<file path="src/rtl/multi_cycle_ctrl.sv">
// ============================================================================
// Module   : multi_cycle_ctrl
// Purpose  : Main-control FSM for a multicycle MIPS datapath. It sequences
//            fetch, decode and execute for lw, sw, R-type, beq, addi and j.
//            It raises a one-cycle retire pulse and a sticky flag for
//            unsupported opcodes.
// Ports    : clk, rst_n      - rising-edge clock, async active-low reset
//            opcode[5:0]     - IR[31:26]
//            memReady        - memory finished the current access
//            pcWrite .. pcSrc - datapath control strobes and selects
//            instrDone       - registered pulse, instruction retired
//            illegalOp       - sticky, unsupported opcode seen
// Revision : 1.0 - initial release
// ============================================================================
`default_nettype none

module multi_cycle_ctrl (
  input  logic       clk,
  input  logic       rst_n,
  input  logic [5:0] opcode,
  input  logic       memReady,
  output logic       pcWrite,
  output logic       pcWriteCond,
  output logic       iorD,
  output logic       memRead,
  output logic       memWrite,
  output logic       irWrite,
  output logic       memToReg,
  output logic       regDst,
  output logic       regWrite,
  output logic       aluSrcA,
  output logic [1:0] aluSrcB,
  output logic [1:0] aluOp,
  output logic [1:0] pcSrc,
  output logic       instrDone,
  output logic       illegalOp
);

  typedef enum logic [3:0] {
    FETCH  = 4'd0,
    DECODE = 4'd1,
    MEMADR = 4'd2,
    MEMRD  = 4'd3,
    MEMWB  = 4'd4,
    MEMWR  = 4'd5,
    REXEC  = 4'd6,
    RWB    = 4'd7,
    BEQEX  = 4'd8,
    ADDIEX = 4'd9,
    ADDIWB = 4'd10,
    JEX    = 4'd11
  } state_t;

  localparam logic [5:0] OP_RTYPE = 6'b000000;
  localparam logic [5:0] OP_J     = 6'b000010;
  localparam logic [5:0] OP_BEQ   = 6'b000100;
  localparam logic [5:0] OP_ADDI  = 6'b001000;
  localparam logic [5:0] OP_LW    = 6'b100011;
  localparam logic [5:0] OP_SW    = 6'b101011;

  state_t state;
  logic   retire;

  // The last cycle of every legal instruction; a stalled store retires only
  // once memory accepts it.
  always_comb begin
    retire = 1'b0;
    case (state)
      MEMWB, RWB, BEQEX, ADDIWB, JEX: retire = 1'b1;
      MEMWR:                          retire = memReady;
      default:                        retire = 1'b0;
    endcase
  end

  always_ff @(posedge clk or negedge rst_n) begin
    if (!rst_n) begin
      state     <= FETCH;
      instrDone <= 1'b0;
      illegalOp <= 1'b0;
    end else begin
      instrDone <= retire;
      case (state)
        FETCH:  if (memReady) state <= DECODE;
        DECODE: begin
          case (opcode)
            OP_LW, OP_SW: state <= MEMADR;
            OP_RTYPE:     state <= REXEC;
            OP_BEQ:       state <= BEQEX;
            OP_ADDI:      state <= ADDIEX;
            OP_J:         state <= JEX;
            default: begin
              state     <= FETCH;
              illegalOp <= 1'b1;
            end
          endcase
        end
        MEMADR: state <= (opcode == OP_SW) ? MEMWR : MEMRD;
        MEMRD:  if (memReady) state <= MEMWB;
        MEMWB:  state <= FETCH;
        MEMWR:  if (memReady) state <= FETCH;
        REXEC:  state <= RWB;
        RWB:    state <= FETCH;
        BEQEX:  state <= FETCH;
        ADDIEX: state <= ADDIWB;
        ADDIWB: state <= FETCH;
        JEX:    state <= FETCH;
        // Unencoded values recover to FETCH.
        default: state <= FETCH;
      endcase
    end
  end

  // Moore decode of the state register. The only input-dependent terms are
  // the FETCH IR/PC load, which waits for memReady. That load is also
  // qualified by rst_n, because reset forces the state to FETCH
  // asynchronously and memReady may still be high.
  always_comb begin
    pcWrite     = 1'b0;
    pcWriteCond = 1'b0;
    iorD        = 1'b0;
    memRead     = 1'b0;
    memWrite    = 1'b0;
    irWrite     = 1'b0;
    memToReg    = 1'b0;
    regDst      = 1'b0;
    regWrite    = 1'b0;
    aluSrcA     = 1'b0;
    aluSrcB     = 2'b00;
    aluOp       = 2'b00;
    pcSrc       = 2'b00;
    case (state)
      FETCH: begin
        memRead = 1'b1;
        aluSrcB = 2'b01;
        irWrite = memReady & rst_n;
        pcWrite = memReady & rst_n;
      end
      DECODE: aluSrcB = 2'b11;
      MEMADR: begin
        aluSrcA = 1'b1;
        aluSrcB = 2'b10;
      end
      MEMRD: begin
        memRead = 1'b1;
        iorD    = 1'b1;
      end
      MEMWB: begin
        regWrite = 1'b1;
        memToReg = 1'b1;
      end
      MEMWR: begin
        iorD     = 1'b1;
        memWrite = 1'b1;
      end
      REXEC: begin
        aluSrcA = 1'b1;
        aluOp   = 2'b10;
      end
      RWB: begin
        regWrite = 1'b1;
        regDst   = 1'b1;
      end
      BEQEX: begin
        aluSrcA     = 1'b1;
        aluOp       = 2'b01;
        pcWriteCond = 1'b1;
        pcSrc       = 2'b01;
      end
      ADDIEX: begin
        aluSrcA = 1'b1;
        aluSrcB = 2'b10;
      end
      ADDIWB: regWrite = 1'b1;
      JEX: begin
        pcWrite = 1'b1;
        pcSrc   = 2'b10;
      end
      default: ;
    endcase
  end

endmodule

`default_nettype wire

</file>
<file path="config.mk">
export PLATFORM = sky130hd
export DESIGN_NAME = multi_cycle_ctrl
export DESIGN_NICKNAME = d
export VERILOG_FILES = /design/src/rtl/multi_cycle_ctrl.sv
export SDC_FILE = /design/constraint.sdc
export NUM_CORES = 1
export LEC_CHECK = 0
export ABC_CLOCK_PERIOD_IN_PS = 2900
export BUFFER_PORTS_ARGS = -buffer_cell sky130_fd_sc_hd__buf_2
export CORE_AREA = 2 2 39 41
export CTS_CLUSTER_SIZE = 12
export DETAILED_ROUTE_END_ITERATION = 8
export DIE_AREA = 0 0 41 43
export HOLD_SLACK_MARGIN = 0.02
export PLACE_DENSITY = 0.75
export SYNTH_ARGS = -nofsm -noshare
export SYNTH_HDL_FRONTEND = slang
export SYNTH_SLANG_ARGS = --single-unit
</file>
<file path="constraint.sdc">
create_clock -name clk -period 2.9 [get_ports clk]
set_clock_uncertainty 0.2 [all_clocks]
set_input_delay 0.145 -clock clk [delete_from_list [all_inputs] [get_ports clk]]
set_output_delay 0.145 -clock clk [all_outputs]
set_load 0.005 [all_outputs]
</file>
After elaboration in Yosys (flattened, before gate mapping). Index checks and enable logic that the tools add are counted.

Register bits after elaboration: 6. Bits of input ports: 9. Output and inout bits: 18. Word-level logic and storage cells: 56.

Equal/unequal tests: 19. Mux-type cells: 20. Bitwise gates (word level): 2. Reductions and logical operators: 12.

Operators by type and width (count): $pmux W4 S7 (1); $pmux W4 S5 (1); $eq A4 B3 Y1 const B (4); $eq A4 B4 Y1 const B (4); $eq A6 B6 Y1 const B (2); $mux W4 (3); $mux W1 (9); $eq A4 B2 Y1 const B (2); $pmux W2 S2 (2); $reduce_or A2 Y1 (4); $eq A6 B2 Y1 const B (1); $eq A6 B3 Y1 const B (1); $eq A6 B4 Y1 const B (1); $logic_not A6 Y1 (1); $ne A2 B2 Y1 const B (3); $pmux W2 S3 (1); $reduce_or A6 Y1 (1); $reduce_or A5 Y1 (1); $eq A4 B1 Y1 const B (1); $logic_not A4 Y1 (1); $pmux W1 S2 (2); $reduce_or A4 Y1 (1); $mux W3 (1); $reduce_and A3 Y1 (1); 4 further kinds (4).

Depth between registers and ports, before layout.
Depth after elaboration: 4. Mapped depth: 5.

Least setup slack after synthesis. No wires, ideal clock.

Kind: flip-flop to output port. From: register state[0]. To: output aluOp[0]. Data arrival time: 1.165 ns. Path slack: 1.390 ns. Cell stages (with the launch flop): 5. Cell sequence: dfrtp_1 buf_2 or2_2 nor2_1 buf_4.

Cells in the longest elaborated chain, start to end: 2. Elaborated cells on any way between the ends: 3.

RTL lines: start: declaration (line 61) `state_t state;`; start signal: assignment (line 97) `MEMADR: state <= (opcode == OP_SW) ? MEMWR : MEMRD;`; $eq A4 B4 Y1 or $eq A4 B3 Y1 (tied branches) (line 131) `case (state)`; $pmux W2 S2 (*) (line 131); end: declaration (line 33) `output logic [1:0] aluOp,`.

Every way passes the cells marked *; elsewhere a longest branch is shown, timed or not.

Worst setup path in the final report.
From: register state[2]. To: output regWrite.

Cells in the longest elaborated chain, start to end: 3. Elaborated cells on any way between the ends: 5.

RTL lines: $eq A4 B4 Y1 or $eq A4 B3 Y1 (tied branches) (line 131); $reduce_or A3 Y1 (no source line) (*); $mux W1 (*) (line 131); end: declaration (line 30) `output logic regWrite,`.

Marks and branches as above.

==> flow_summary.ini <==
[timing]
max_freq_mhz = 506
setup_viol = 0
setup_tns_ns = 0
fin_crit_sh = 0.682
hold_viol_final = 0
tightest_slew_ns = 0.446
rsz0062_at_grt = false
relSlewSlack = 0.703
hold_ws_ns = 0.0697
final_max_slew_viol_count = 0
period_needed_ns = 1.98

[die]
core-area_um2 = 1380
pin_count = 27
dieArea_um2 = 1760
num_rows = 14
die_width_um = 41
initial_core_util = 0.419
die_y_um = 43

[global_routing]
grt_pass1_vias = 500
grt_pass1_wl_mm = 2.05
grt_max_degree = 16
overflow = 0
grt_usage = 0.166
antenna_found_initial = 0

[worst_setup_path]
worst_setup_path_end_kind = output pin
worstPathRequired_ns = 2.56
setup.worst_path.start_class = register
rr_startpoint = state[1]
crit_fanout = 12
critPathSlowestCell = dfrtp_1
arrival_ns = 1.63
worstPathCellList = inv_1 > nand2_1 > mux2_2 > o22ai_1 > buf_2
max_stage_delay_ns = 0.51
critPathLaunch = state[2]
path_class = register to output pin

[detailed_routing]
antenna_left = 0
via_count = 650
wl_per_cell_um = 11.5
remaining_drc_errors = 0
drt_iter0_drc = 11
drt-pass1-iter-count = 4
post_drt_via_cell_ratio = 5.60
routed_wl_mm = 1.33

[power]
leakagePower_nw = 0.347
power.total_uw = 449
comb_power_share = 0.517
power_frac_seq = 0.321
p_sw_frac = 0.419
power_switching_uw = 188
p_per_area_nw_per_um2 = 621
clkPwrFrac = 0.162
peakVddDrop_uv = 254
p_int_uw = 261

[yosys]
ys_warn_count = 0
syn_area_um2 = 579
ys.flop_type = dfrtp_1
ys_ff_latch = 6
synth_edf_count = 0
synthTopCellsByCount = nor2_1 (11), dfrtp_1 (6), a21oi_1 (5)
synth_cells = 77
postSynthNetCount = 86
synth_area_leader_cell = dfrtp_1
synth_top_area_frac = 0.259
synth_area_leaders = dfrtp_1 (26%), nor2_1 (7.1%), a21oi_1 (4.3%)
yosysUniqueCellTypes = 36
syn-mean-instance-area_um2 = 7.52
ys_seq_area_frac = 0.259
async_flop_share = 1.00
yosysMostFrequentCell = nor2_1

[layout]
final_nets = 111
multi_input_area_um2 = 379
seqCellArea_um2 = 150
final_cell_area_um2 = 723
nFillCells = 134
layoutNonFillerInstCount = 116
antenna_cells = 0
final_layout_size_suffix_gt1_frac = 0.360
syn2layout_area_growth_pct = 24.8

[min_path]
worstHoldPathType = input port to asynchronous set/reset pin

[place]
place_inst = 112
hpwl_mm = 1.07
dpl-instance-area_um2 = 691
place.gp.congestion = 0.769
port_buffers = 26

[clocking]
cts-buffers-inserted = 3
cts_max_level = 1
cts_resized = 0
cts_tree = built
cts-root-buf = clkbuf_4
clkTransAtPathRegs_ns = 0.04
clk_latency_ns = 0.24
cts_sinks = 6
clockBufferDepth = 2

[flow_run]
maxCapViolCount = 0

[status]
outcome = complete, no violations
routing by layer:
layer / GRT usage / up-vias / routed length, um
li1: - / 323 / -
met1: 0.216 / 297 / 595
met2: 0.259 / 30 / 647
met3: 0.0628 / 0 / 89
met4: 0.0200 / 0 / 0
met5: 0 / - / 0
cell usage in the layout (no fill, tap or decap), drive strengths merged:
cell type	instances
nor4	1
nand2	4
a41o	1
inv	3
xor2	2
nand3b	1
o221ai	1
buf	26
xnor2	1
nor3	3
a31oi	1
o32ai	1
nand4	1
mux2i	1
or2	1
nor2	12
o31ai	1
dfrtp	6
a21oi	6
o22a	1
mux2	1
o21ai	4
or4	1
and3	4
o22ai	2
nand2b	4
o2111ai	1
nor2b	2
dlygate4sd3	1
clkbuf	3
nand3	2
o211ai	1
what timing repair did:
| item | 4_1_cts | 5_1_grt |
|---|---|---|
| hold buffers | 1 | 0 |
| endpoints found under the hold margin | 6 | 0 |
| setup buffers | 0 | 0 |
| setup endpoints to repair | 0 | 0 |
worst max-delay path, delay by kind of cell (launching register included):
kind                   cells  cell delay (ns)
AO/OA/AOI/OAI              1             0.11
buffers and inverters      2             0.31
flip-flops                 1             0.51
multiplexers               1             0.31
AND/OR/NAND/NOR            1             0.16
final cells by class:
| type | instances | share of cell area |
|---|---|---|
| tap | 16 | 0.0277 |
| sequential | 6 | 0.208 |
| clock buffer | 3 | 0.0311 |
| inverter | 3 | 0.0156 |
| multi-input combinational | 61 | 0.524 |
| timing repair buffer | 27 | 0.194 |
through the flow:
step,utilization,worst slack [ns]
after floorplan,-,1.39
after global placement,0.499,1.23
after detailed placement,0.499,1.20
after CTS,0.523,0.936
after global routing,0.523,0.814
final,0.523,0.923
path summary, 6_finish.rpt:
path | end | slack [ns] | depth (start not counted)
min in group clk | state[2] | 0.08 | 3
hold reg to reg | illegalOp | 0.28 | 1
max in group asynchronous | state[2] | 2.28 | 2
setup / recovery | regWrite | 0.92 | 5
setup reg to reg | state[2] | 1.31 | 4
hold / removal | instrDone | 0.07 | 2
state kept, by name (all words and copies together) (netlist names):
signal	flops
illegalOp	1
instrDone	1
state	4
power by group through the flow:
stage	logic, mW	clock network, mW	registers [mW]
after floorplan	0.192	0	0.109
after global placement	0.231	0	0.145
after detailed placement	0.233	0	0.144
after CTS	0.234	0.0757	0.143
after global routing	0.261	0.0840	0.148
final	0.232	0.0726	0.144
logic make-up (layout without fill, tap and decap cells):
group / count (synthesis) / after routing / synth area share
compound gates: 20 / 20 / 0.238
xor+xnor: 3 / 3 / 0.0454
buf+inv: 10 / 33 / 0.0864
flops: 6 / 6 / 0.259
mux: 2 / 2 / 0.0367
simple gates: 36 / 36 / 0.335
Note: power is estimated with default switching activity, not from simulation.
